===== src/rtl/disp_pkg.sv =====
// Shared constants and FSM state type for the display-memory read-out engine.
package disp_pkg;

    localparam int unsigned DISP_ADDR_W = 10;
    localparam int unsigned DISP_DEPTH  = 1024;

    typedef enum logic [1:0] {
        IDLE  = 2'd0,
        FETCH = 2'd1,
        DRAIN = 2'd2,
        DONE  = 2'd3
    } disp_state_e;

endpackage


===== src/rtl/disp_if.sv =====
// Memory read port and byte-stream handshake between disp_reader and its neighbours.
interface disp_if
    import disp_pkg::*;
#(
    parameter int unsigned ADDR_W = DISP_ADDR_W
) ();

    logic              mem_wr;
    logic [ADDR_W-1:0] mem_addr;
    logic              mem_d;
    logic [7:0]        out_data;
    logic              out_valid;
    logic              out_ready;
    logic              out_last;

    modport master (
        input  mem_wr, mem_d, out_ready,
        output mem_addr, out_data, out_valid, out_last
    );

    modport slave (
        output mem_wr, mem_d, out_ready,
        input  mem_addr, out_data, out_valid, out_last
    );

endinterface


===== src/rtl/disp_packer.sv =====
// Bit-to-byte packer with holding register and valid/ready output.
// DISP_LSB_FIRST_EN selects LSB-first packing; default is MSB-first.
module disp_packer (
    input  logic       clk,
    input  logic       rst_n,
    input  logic       bit_v,
    input  logic       bit_d,
    input  logic       bit_last,
    input  logic       out_ready,
    output logic [7:0] out_data,
    output logic       out_valid,
    output logic       out_last,
    output logic       stall_c
);

    localparam int unsigned CNT_W = 4;

    logic [7:0]       sh_q, sh_n;
    logic [CNT_W-1:0] cnt_q, cnt_n;
    logic             cmp_q, cmp_n;
    logic             lst_q, lst_n;
    logic [2:0]       pos;
    logic             hold_free_c;

    assign hold_free_c = !out_valid || out_ready;
    // Captured plus in-flight bits already fill a byte and the holding register cannot drain.
    assign stall_c     = ((cnt_q + {3'b000, bit_v}) == CNT_W'(8)) && !hold_free_c;

    // Bits are written by position into a cleared register, so a short final byte is zero-padded.
    always_comb begin
        sh_n  = sh_q;
        cnt_n = cnt_q;
        cmp_n = cmp_q;
        lst_n = lst_q;
        pos   = cnt_q[2:0];
        if (bit_v) begin
`ifdef DISP_LSB_FIRST_EN
            sh_n[pos] = bit_d;
`else
            sh_n[3'd7 - pos] = bit_d;
`endif
            cnt_n = cnt_q + CNT_W'(1);
            lst_n = bit_last;
            cmp_n = (cnt_n == CNT_W'(8)) || bit_last;
        end
    end

    always_ff @(posedge clk or negedge rst_n) begin
        if (!rst_n) begin
            sh_q      <= '0;
            cnt_q     <= '0;
            cmp_q     <= 1'b0;
            lst_q     <= 1'b0;
            out_data  <= '0;
            out_valid <= 1'b0;
            out_last  <= 1'b0;
        end else if (cmp_n && hold_free_c) begin
            out_data  <= sh_n;
            out_valid <= 1'b1;
            out_last  <= lst_n;
            sh_q      <= '0;
            cnt_q     <= '0;
            cmp_q     <= 1'b0;
            lst_q     <= 1'b0;
        end else begin
            if (out_valid && out_ready) begin
                out_valid <= 1'b0;
                out_last  <= 1'b0;
            end
            sh_q  <= sh_n;
            cnt_q <= cnt_n;
            cmp_q <= cmp_n;
            lst_q <= lst_n;
        end
    end

endmodule


===== src/rtl/disp_reader.sv =====
// Read-out engine: fetches a run of bits from the 1024x1 display memory and streams bytes.
// Packing order is set in disp_packer by DISP_LSB_FIRST_EN.
module disp_reader
    import disp_pkg::*;
#(
    parameter int unsigned ADDR_W = DISP_ADDR_W,
    parameter int unsigned DEPTH  = DISP_DEPTH
) (
    input  logic              clk,
    input  logic              rst_n,
    input  logic              start,
    input  logic [ADDR_W-1:0] base_addr,
    input  logic [ADDR_W:0]   len,
    output logic              busy,
    output logic              done,
    disp_if.master            bus
);

    localparam int unsigned LEN_W = ADDR_W + 1;

    disp_state_e       state_q, state_n;
    logic [ADDR_W-1:0] addr_q;
    logic [LEN_W-1:0]  rem_q;
    logic [LEN_W-1:0]  sat_len_c;
    logic              inflight_q, inflight_last_q;
    logic              issue_c, stall_c, final_acc_c;
    logic              busy_n, done_n;

    assign sat_len_c   = (len > LEN_W'(DEPTH)) ? LEN_W'(DEPTH) : len;
    assign issue_c     = (state_q == FETCH) && !bus.mem_wr && !stall_c;
    assign final_acc_c = bus.out_valid && bus.out_ready && bus.out_last;
    assign bus.mem_addr = addr_q;

    always_ff @(posedge clk or negedge rst_n) begin
        if (!rst_n) state_q <= IDLE;
        else        state_q <= state_n;
    end

    always_comb begin
        state_n = state_q;
        case (state_q)
            IDLE:    if (start) state_n = (len == '0) ? DONE : FETCH;
            FETCH:   if (issue_c && (rem_q == LEN_W'(1))) state_n = DRAIN;
            DRAIN:   if (final_acc_c) state_n = DONE;
            DONE:    state_n = IDLE;
            default: state_n = IDLE;
        endcase
    end

    always_comb begin
        busy_n = (state_n != IDLE);
        done_n = (state_n == DONE);
    end

    always_ff @(posedge clk or negedge rst_n) begin
        if (!rst_n) begin
            busy <= 1'b0;
            done <= 1'b0;
        end else begin
            busy <= busy_n;
            done <= done_n;
        end
    end

    // Address counter, remaining-issue count and in-flight tracking.
    always_ff @(posedge clk or negedge rst_n) begin
        if (!rst_n) begin
            addr_q          <= '0;
            rem_q           <= '0;
            inflight_q      <= 1'b0;
            inflight_last_q <= 1'b0;
        end else begin
            if ((state_q == IDLE) && start) begin
                addr_q <= base_addr;
                rem_q  <= sat_len_c;
            end else if (issue_c) begin
                addr_q <= (addr_q == ADDR_W'(DEPTH - 1)) ? '0 : addr_q + ADDR_W'(1);
                rem_q  <= rem_q - LEN_W'(1);
            end
            inflight_q      <= issue_c;
            inflight_last_q <= issue_c && (rem_q == LEN_W'(1));
        end
    end

    disp_packer u_packer (
        .clk       (clk),
        .rst_n     (rst_n),
        .bit_v     (inflight_q),
        .bit_d     (bus.mem_d & inflight_q),
        .bit_last  (inflight_last_q),
        .out_ready (bus.out_ready),
        .out_data  (bus.out_data),
        .out_valid (bus.out_valid),
        .out_last  (bus.out_last),
        .stall_c   (stall_c)
    );

endmodule

===== src/flat_wrapper.sv =====
// flat-port wrapper written by rule: the top's interface ports become plain ports
module disp_reader_flat import disp_pkg::*;
#(
    parameter int unsigned ADDR_W = DISP_ADDR_W,
    parameter int unsigned DEPTH  = DISP_DEPTH
)
  (clk, rst_n, start, base_addr, len, busy, done, bus_mem_wr, bus_mem_d, bus_out_ready, bus_mem_addr, bus_out_data, bus_out_valid, bus_out_last);
  disp_if #(.ADDR_W(ADDR_W)) bus_i ();
  input  logic clk;
  input  logic rst_n;
  input  logic start;
  input  logic [ADDR_W-1:0] base_addr;
  input  logic [ADDR_W:0] len;
  output logic busy;
  output logic done;
  input wire logic [$bits(bus_i.mem_wr)-1:0] bus_mem_wr;
  input wire logic [$bits(bus_i.mem_d)-1:0] bus_mem_d;
  input wire logic [$bits(bus_i.out_ready)-1:0] bus_out_ready;
  output wire logic [$bits(bus_i.mem_addr)-1:0] bus_mem_addr;
  output wire logic [$bits(bus_i.out_data)-1:0] bus_out_data;
  output wire logic [$bits(bus_i.out_valid)-1:0] bus_out_valid;
  output wire logic [$bits(bus_i.out_last)-1:0] bus_out_last;
  assign bus_i.mem_wr = bus_mem_wr;
  assign bus_i.mem_d = bus_mem_d;
  assign bus_i.out_ready = bus_out_ready;
  assign bus_mem_addr = bus_i.mem_addr;
  assign bus_out_data = bus_i.out_data;
  assign bus_out_valid = bus_i.out_valid;
  assign bus_out_last = bus_i.out_last;
  disp_reader #(.ADDR_W(ADDR_W), .DEPTH(DEPTH)) u_core (.clk(clk), .rst_n(rst_n), .start(start), .base_addr(base_addr), .len(len), .busy(busy), .done(done), .bus(bus_i));
endmodule

===== config.mk =====
export PLATFORM = sky130hd
export DESIGN_NAME = disp_reader_flat
export DESIGN_NICKNAME = d
export VERILOG_FILES = /design/src/rtl/disp_pkg.sv /design/src/rtl/disp_if.sv /design/src/rtl/disp_packer.sv /design/src/rtl/disp_reader.sv /design/src/flat_wrapper.sv
export SDC_FILE = /design/constraint.sdc
export NUM_CORES = 1
export LEC_CHECK = 0
export ABC_AREA = 1
export CORE_MARGIN = 8
export CORE_UTILIZATION = 54
export CTS_CLUSTER_DIAMETER = 40
export CTS_CLUSTER_SIZE = 14
export DETAILED_ROUTE_END_ITERATION = 6
export PLACE_DENSITY = 0.81
export SLEW_MARGIN = 0
export SYNTH_ARGS = -nofsm -noshare
export SYNTH_HDL_FRONTEND = slang
export SYNTH_SLANG_ARGS = --single-unit

===== constraint.sdc =====
create_clock -name clk -period 2.3 [get_ports clk]
set_input_delay 0.23 -clock clk [delete_from_list [all_inputs] [get_ports clk]]
set_output_delay 0.23 -clock clk [all_outputs]
set_load 0.1 [all_outputs]

==> insert_results.sql, run 1 <==
INSERT INTO impl_metrics (metric_group, metric, value, unit) VALUES
('cts', 'clkLatencyLatePin', '0.30', 'ns'),
('routing', 'detail_route.vias_per_cell', '5.11', ''),
('worst_setup_path', 'worstSetupStartpointType', 'register', ''),
('cells_and_area', 'final_nets', '508', ''),
('sta', 'worst-slew-pin-transition', '0.518', 'ns'),
('cts', 'cts.hold.buffers_added', '1', ''),
('cts', 'cts.repair.resized', '0', ''),
('power', 'power_density', '1420', 'nW/um^2'),
('synth', 'syn_area', '3030', 'sq um'),
('placement', 'detailed_placer_s_ending_hpwl', '5.16', 'mm'),
('routing', 'via_count', '2801', ''),
('global_route', 'grt_usage', '0.176', ''),
('worst_setup_path', 'timing.critical_path.required', '2.49', 'ns'),
('cts', 'htree_num_levels', '2', ''),
('routing', 'antenna_left', '0', ''),
('synth', 'syn_area_per_cell', '7.12', 'sq um'),
('floorplan', 'initial_core_util', '0.553', ''),
('sta', 'setup_repair_after_global_routing_missed_its_margin', 'no', ''),
('synth', 'synthCells', '425', ''),
('placement', 'port_buffers', '48', ''),
('global_route', 'grt_pass1_wl', '12.3', 'mm'),
('global_route', 'vias_in_the_first_global_route', '2756', ''),
('worst_setup_path', 'crit_path_top_delay_cell', 'sky130_fd_sc_hd__dfrtp_1', ''),
('outcome', 'outcome', 'completed', ''),
('floorplan', 'dieArea', '8260', 'sq um'),
('global_route', 'gr-total-overflow', '0', ''),
('sta', 'worst_hold_slack', '0.439', 'ns'),
('cts', 'tritoncts.num_buffers', '5', ''),
('cts', 'cts-root-buf', 'sky130_fd_sc_hd__clkbuf_8', ''),
('power', 'pwr-share-seq', '0.302', ''),
('routing', 'drt_iter0_markers', '169', ''),
('worst_hold_path', 'hold_path.class', 'in2async', ''),
('routing', 'drc_errors', '0', ''),
('cells_and_area', 'nFillCells', '514', ''),
('sta', 'final_worst_path_cycle_share', '0.877', ''),
('power', 'vdd_ir_drop_max', '888', 'uV'),
('floorplan', 'floorplan.die.height', '90.9', 'um'),
('power', 'clock_power_share', '0.104', ''),
('sta', 'post-route-worst-setup-slack', '0.283', 'ns'),
('cts', 'cts.clk_slew.worst_paths', '0.10', 'ns'),
('global_route', 'antenna_found_initial', '0', ''),
('placement', 'placed_cells', '539', ''),
('cells_and_area', 'layout_commonest_cell', 'sky130_fd_sc_hd__nand2_1', ''),
('cells_and_area', 'drive_gt1_frac', '0.132', ''),
('cells_and_area', 'antenna-diode-count', '0', ''),
('cts', 'cts_post_setup_buffers_inserted', '0', ''),
('worst_setup_path', 'crit_chain', 'ha_1 > ha_1 > nor2_1 > nand2_1 > nor2_2 > nand3_2 > nand2_4 > buf_4 > nor2_1 > nand2_1 > nand3_1', ''),
('routing', 'post_drt_wl_per_cell', '12.7', 'um'),
('synth', 'synth.ff_latch_count', '51', ''),
('sta', 'report.final.hold_viol_count', '0', ''),
('sta', 'timing.slew.headroom', '0.654', ''),
('power', 'comb_pwr_share', '0.594', ''),
('synth', 'synthesis.yosys.warnings', '0', ''),
('synth', 'synth_area_leaders', 'sky130_fd_sc_hd__dfrtp_1 42%, sky130_fd_sc_hd__nand2_1 17%, sky130_fd_sc_hd__inv_1 7.2%', ''),
('sta', 'worst_clock_skew', '0.00641', 'ns'),
('sta', 'setup_violations', '0', ''),
('synth', 'synth_largest_area_cell', 'sky130_fd_sc_hd__dfrtp_1', ''),
('power', 'leakage', '1.99', 'nW'),
('placement', 'preCtsSetupSlack', '0.288', 'ns'),
('worst_setup_path', 'kind_of_cell_adding_the_most_delay_to_the_critical_path', 'simple AND/OR/NAND/NOR gates', ''),
('worst_setup_path', 'worstPathMaxFanout', '11', ''),
('floorplan', 'die_w', '90.9', 'um'),
('worst_setup_path', 'critPathKind', 'reg2reg', ''),
('worst_setup_path', 'arrival', '2.21', 'ns'),
('synth', 'synth.lib_cells_used.distinct', '27', ''),
('floorplan', 'floorplan.io_pins', '49', ''),
('worst_setup_path', 'endpoint_kind', 'register', ''),
('synth', 'synth_fp_nets', '458', ''),
('global_route', 'grt_start_max_net_pins', '52', ''),
('synth', 'seq_area_frac_synth', '0.422', ''),
('cells_and_area', 'area.growth.synth_to_final', '19.6', '%');
## power by group through the flow
stage                     Combinational [mW]  Sequential, mW  Clock (mW)
final                                   3.05            1.55       0.535
after global routing                    3.35            1.60       0.586
after CTS                               3.07            1.55       0.561
after detailed placement                3.06            1.57           0
after global placement                  2.99            1.55           0
after floorplan                         1.44            2.54           0
## per-stage QoR
step | util | area (sq um)
CTS | 0.661 | 3620
finish | 0.661 | 3620
global placement | 0.643 | 3520
floorplan | - | 3030
detailed placement | 0.643 | 3520
global route | 0.661 | 3620
## layout make-up
type | instances | share of cell area
clock buffer | 5 | 0.0190
multi-input combinational | 299 | 0.395
inverter | 61 | 0.0633
sequential | 51 | 0.353
tap | 72 | 0.0249
clock inverter | 3 | 0.00622
timing repair buffer | 57 | 0.139
## flip-flops by register name, summed over array words and instances, names as in the netlist
register	cells
u_core.u_packer.lst_q	1
u_core.busy	1
u_core.u_packer.sh_q	8
u_core.inflight_q	1
u_core.inflight_last_q	1
u_core.u_packer.out_data	8
u_core.state_q	2
u_core.u_packer.out_valid	1
u_core.bus.mem_addr	10
u_core.done	1
u_core.u_packer.cmp_q	1
u_core.u_packer.cnt_q	4
u_core.u_packer.out_last	1
u_core.rem_q	11
## cell usage after synthesis (all sizes together)
cell type  count
nand2        143
inv           61
dfrtp         51
nor2          45
nand3         43
o21ai         27
nand4         13
buf           11
ha             6
xor2           6
a21oi          4
nor3           4
clkbuf         3
or2            3
a31oi          2
nor3b          1
o21bai         1
xnor2          1
## worst register-to-register path, delay by kind of cell, from the launching register on
family / cells / cell delay, ns
adder cells (fa/ha/maj): 2 / 0.53
AND/OR/NAND/NOR: 8 / 0.72
buffers and inverters: 1 / 0.19
flip-flops: 1 / 0.49
## final timing paths
kind	startpoint	end	slack, ns	cells after the start
max	u_core.inflight_q	u_core.bus.mem_addr[9]	0.28	11
max in group asynchronous	rst_n	u_core.bus.mem_addr[4]	1.62	3
min	rst_n	u_core.state_q[1]	0.44	3
min in group clk	u_core.u_packer.out_data[3]	u_core.u_packer.out_data[3]	0.49	2
min reg2reg	u_core.u_packer.out_data[3]	u_core.u_packer.out_data[3]	0.49	2
max reg2reg	u_core.inflight_q	u_core.bus.mem_addr[9]	0.28	11
## metal layers
| metal | vias to the layer above | track usage | routed length (um) |
|---|---|---|---|
| met4 | 0 | 0.0614 | 106 |
| met2 | 55 | 0.308 | 3450 |
| met1 | 1308 | 0.213 | 3190 |
| met3 | 10 | 0.0274 | 225 |
| met5 | - | 0 | 0 |
| li1 | 1428 | - | - |
## logic make-up (layout without fill, tap and decap cells)
family,after synthesis,count (layout),share of synthesized area
AOI/OAI and AO/OA,34,34,0.0666
xor gates and xnor gates,7,7,0.0203
buffers and inverters,75,126,0.106
adders and majority gates,6,6,0.0248
DFF,51,51,0.422
and+or+nand+nor,252,252,0.360
Power figures use the tool's default switching activity.
==> inputs of run 2 (changes only) <==
Settings changed: SETUP_SLACK_MARGIN set to 0.2.
==> run 2 against run 1 <==
Clock power grew 2%. Flip-flop and latch count did not move. Combinational power grew 3%. Global-route usage fell by 0.065 points. Via count shrank 0.18%. Wire length rose by 2.6%. Die area stayed put. Largest cell class unchanged.
==> insert_results.sql, run 2 (same netlist as run 1, synthesis figures left out) <==
INSERT INTO impl_metrics (metric_group, metric, value, unit) VALUES
('outcome', 'outcome', 'completed', ''),
('sta', 'setup_violations', '0', ''),
('cts', 'clkSinkCount', '51', ''),
('sta', 'worst_clock_skew', '0.0137', 'ns'),
('cells_and_area', 'layout_commonest_cell', 'sky130_fd_sc_hd__nand2_1', ''),
('floorplan', 'die_w', '90.9', 'um'),
('routing', 'drt_iter0_markers', '172', ''),
('routing', 'detail_route.vias_per_cell', '5.06', ''),
('global_route', 'grtUsageMet1', '0.211', ''),
('power', 'leakage', '2.02', 'nW'),
('worst_setup_path', 'timing.critical_path.required', '2.49', 'ns'),
('cells_and_area', 'area.growth.synth_to_final', '21.5', '%'),
('worst_setup_path', 'arrival', '2.14', 'ns'),
('flow_run', 'maxCapViolCount', '0', ''),
('sta', 'timing.slew.headroom', '0.613', ''),
('routing', 'post_drt_wl_per_cell', '12.9', 'um'),
('floorplan', 'dieArea', '8260', 'sq um'),
('placement', 'port_buffers', '48', ''),
('sta', 'maxSlewViolCount', '0', ''),
('floorplan', 'floorplan.die.height', '90.9', 'um'),
('sta', 'report.final.hold_viol_count', '0', ''),
('power', 'power_density', '1420', 'nW/um^2'),
('sta', 'worst-slew-pin-transition', '0.580', 'ns'),
('placement', 'preCtsSetupSlack', '0.259', 'ns'),
('placement', 'gp_routability_congestion', '0.889', ''),
('worst_setup_path', 'critPathKind', 'reg2reg', ''),
('global_route', 'gr-total-overflow', '0', ''),
('sta', 'max_clock_freq', '0.512', 'GHz'),
('worst_setup_path', 'endpoint_kind', 'register', ''),
('cts', 'clock_path_buffers', '2', ''),
('cts', 'tritoncts', 'yes', ''),
('floorplan', 'row_count', '27', ''),
('cts', 'htree_num_levels', '2', ''),
('floorplan', 'coreArea', '5470', 'sq um'),
('cells_and_area', 'antenna-diode-count', '0', ''),
('cells_and_area', 'nFillCells', '487', ''),
('routing', 'via_count', '2796', ''),
('cells_and_area', 'final_nets', '513', ''),
('cts', 'tritoncts.num_buffers', '5', ''),
('routing', 'drt_pass1_iterations', '5', ''),
('floorplan', 'initial_core_util', '0.553', ''),
('routing', 'routed_wirelength', '7.15', 'mm'),
('worst_setup_path', 'worstPathMaxFanout', '11', ''),
('cells_and_area', 'layout.core_utilization', '0.672', ''),
('global_route', 'grt_pass1_wl', '12.1', 'mm'),
('sta', 'post-route-min-period', '1.95', 'ns'),
('sta', 'final_worst_path_cycle_share', '0.849', ''),
('power', 'p_total', '5.23', 'mW'),
('sta', 'post-route-worst-setup-slack', '0.347', 'ns'),
('worst_setup_path', 'worstSetupStartpointType', 'register', ''),
('cells_and_area', 'drive_gt1_frac', '0.150', ''),
('cells_and_area', 'layout.cells.most_common_list', '136 x sky130_fd_sc_hd__nand2_1, 58 x sky130_fd_sc_hd__inv_1, 47 x sky130_fd_sc_hd__dfrtp_1', ''),
('sta', 'setup_repair_after_global_routing_missed_its_margin', 'yes', ''),
('global_route', 'global_route.usage.met2', '0.303', ''),
('cts', 'cts-root-buf', 'sky130_fd_sc_hd__clkbuf_8', ''),
('global_route', 'busiest_layer', 'met2', ''),
('global_route', 'grtUsageMet3', '0.0349', ''),
('global_route', 'vias_in_the_first_global_route', '2753', ''),
('cells_and_area', 'registers.top_by_ff_count', 'u_core.rem_q', ''),
('cells_and_area', 'flip_flop_count_of_the_largest_register_all_copies_and_words_added', '11', ''),
('power', 'vdd_ir_drop_max', '933', 'uV'),
('worst_hold_path', 'hold_path.class', 'in2async', ''),
('routing', 'antenna_left', '0', ''),
('floorplan', 'floorplan.io_pins', '49', ''),
('global_route', 'grt_usage', '0.175', ''),
('placement', 'detailed_placer_s_ending_hpwl', '5.24', 'mm'),
('global_route', 'antenna_found_initial', '0', ''),
('cts', 'cts.clk_slew.worst_paths', '0.10', 'ns'),
('cts', 'clkLatencyLatePin', '0.31', 'ns'),
('routing', 'drc_errors', '0', ''),
('sta', 'tns', '0', 'ns'),
('global_route', 'grt_start_max_net_pins', '28', '');
==> run 2: stage by stage <==
| step | cell area [sq um] | hold slack (ns) | instances |
|---|---|---|---|
| final | 3680 | 0.451 | 553 |
| after global routing | 3680 | 0.499 | 553 |
| after CTS | 3620 | 0.467 | 548 |
| after detailed placement | 3520 | 0.264 | 539 |
| after global placement | 3520 | 0.255 | 539 |
| after floorplan | 3030 | -0.0656 | 425 |
==> run 2: path summary, 6_finish.rpt <==
| path | to | slack, ns | cells past startpoint | start |
|---|---|---|---|---|
| setup reg to reg | u_core.bus.mem_addr[2] | 0.35 | 11 | u_core.u_packer.cnt_q[0] |
| hold reg to reg | u_core.u_packer.out_data[5] | 0.48 | 2 | u_core.u_packer.out_data[5] |
| hold / removal | u_core.u_packer.out_valid | 0.45 | 2 | rst_n |
| setup / recovery | u_core.bus.mem_addr[2] | 0.35 | 11 | u_core.u_packer.cnt_q[0] |
| max in group asynchronous | u_core.bus.mem_addr[1] | 1.28 | 3 | rst_n |
| min in group clk | u_core.u_packer.out_data[5] | 0.48 | 2 | u_core.u_packer.out_data[5] |
==> run 2: final cells by class <==
cell class                      count  area (sq um)  area share
Multi-Input combinational cell    299          1440       0.391
Sequential cell                    51          1280       0.348
Timing Repair Buffer               62           544       0.148
Inverter                           61           229      0.0623
Tap cell                           72          90.1      0.0245
Clock buffer                        5          68.8      0.0187
Clock inverter                      3          26.3     0.00715
==> run 2: critical path, stage by stage, from the launching register on <==
cell                      delay, ns
sky130_fd_sc_hd__dfrtp_2       0.44
sky130_fd_sc_hd__ha_1          0.23
sky130_fd_sc_hd__ha_1          0.27
sky130_fd_sc_hd__nor2_1        0.11
sky130_fd_sc_hd__nand2_1       0.07
sky130_fd_sc_hd__nor2_2        0.10
sky130_fd_sc_hd__nand3_2       0.10
sky130_fd_sc_hd__nand2_4       0.14
sky130_fd_sc_hd__buf_6         0.16
sky130_fd_sc_hd__nor2_1        0.08
sky130_fd_sc_hd__nand2_1       0.08
sky130_fd_sc_hd__nand3_1       0.06
==> run 2: timing repair <==
| item | in CTS | in global routing |
|---|---|---|
| setup buffers | 0 | 5 |
| hold endpoints to repair | 24 | 0 |
| hold buffers | 1 | 0 |
| endpoints found under the setup margin | 0 | 20 |
| resized for setup | 0 | 4 |
==> run 2: layer usage <==
metal	wire length [um]	up-vias
met1	3210	1272
met5	0	-
li1	-	1440
met2	3470	74
met4	129	0
met3	330	10
==> run 2: where the power goes <==
group,leakage [nW],switching [mW],internal [mW],total [mW]
registers,0.651,0.299,1.24,1.54
clock network,0.0491,0.323,0.224,0.547
logic,1.32,2.26,0.883,3.14
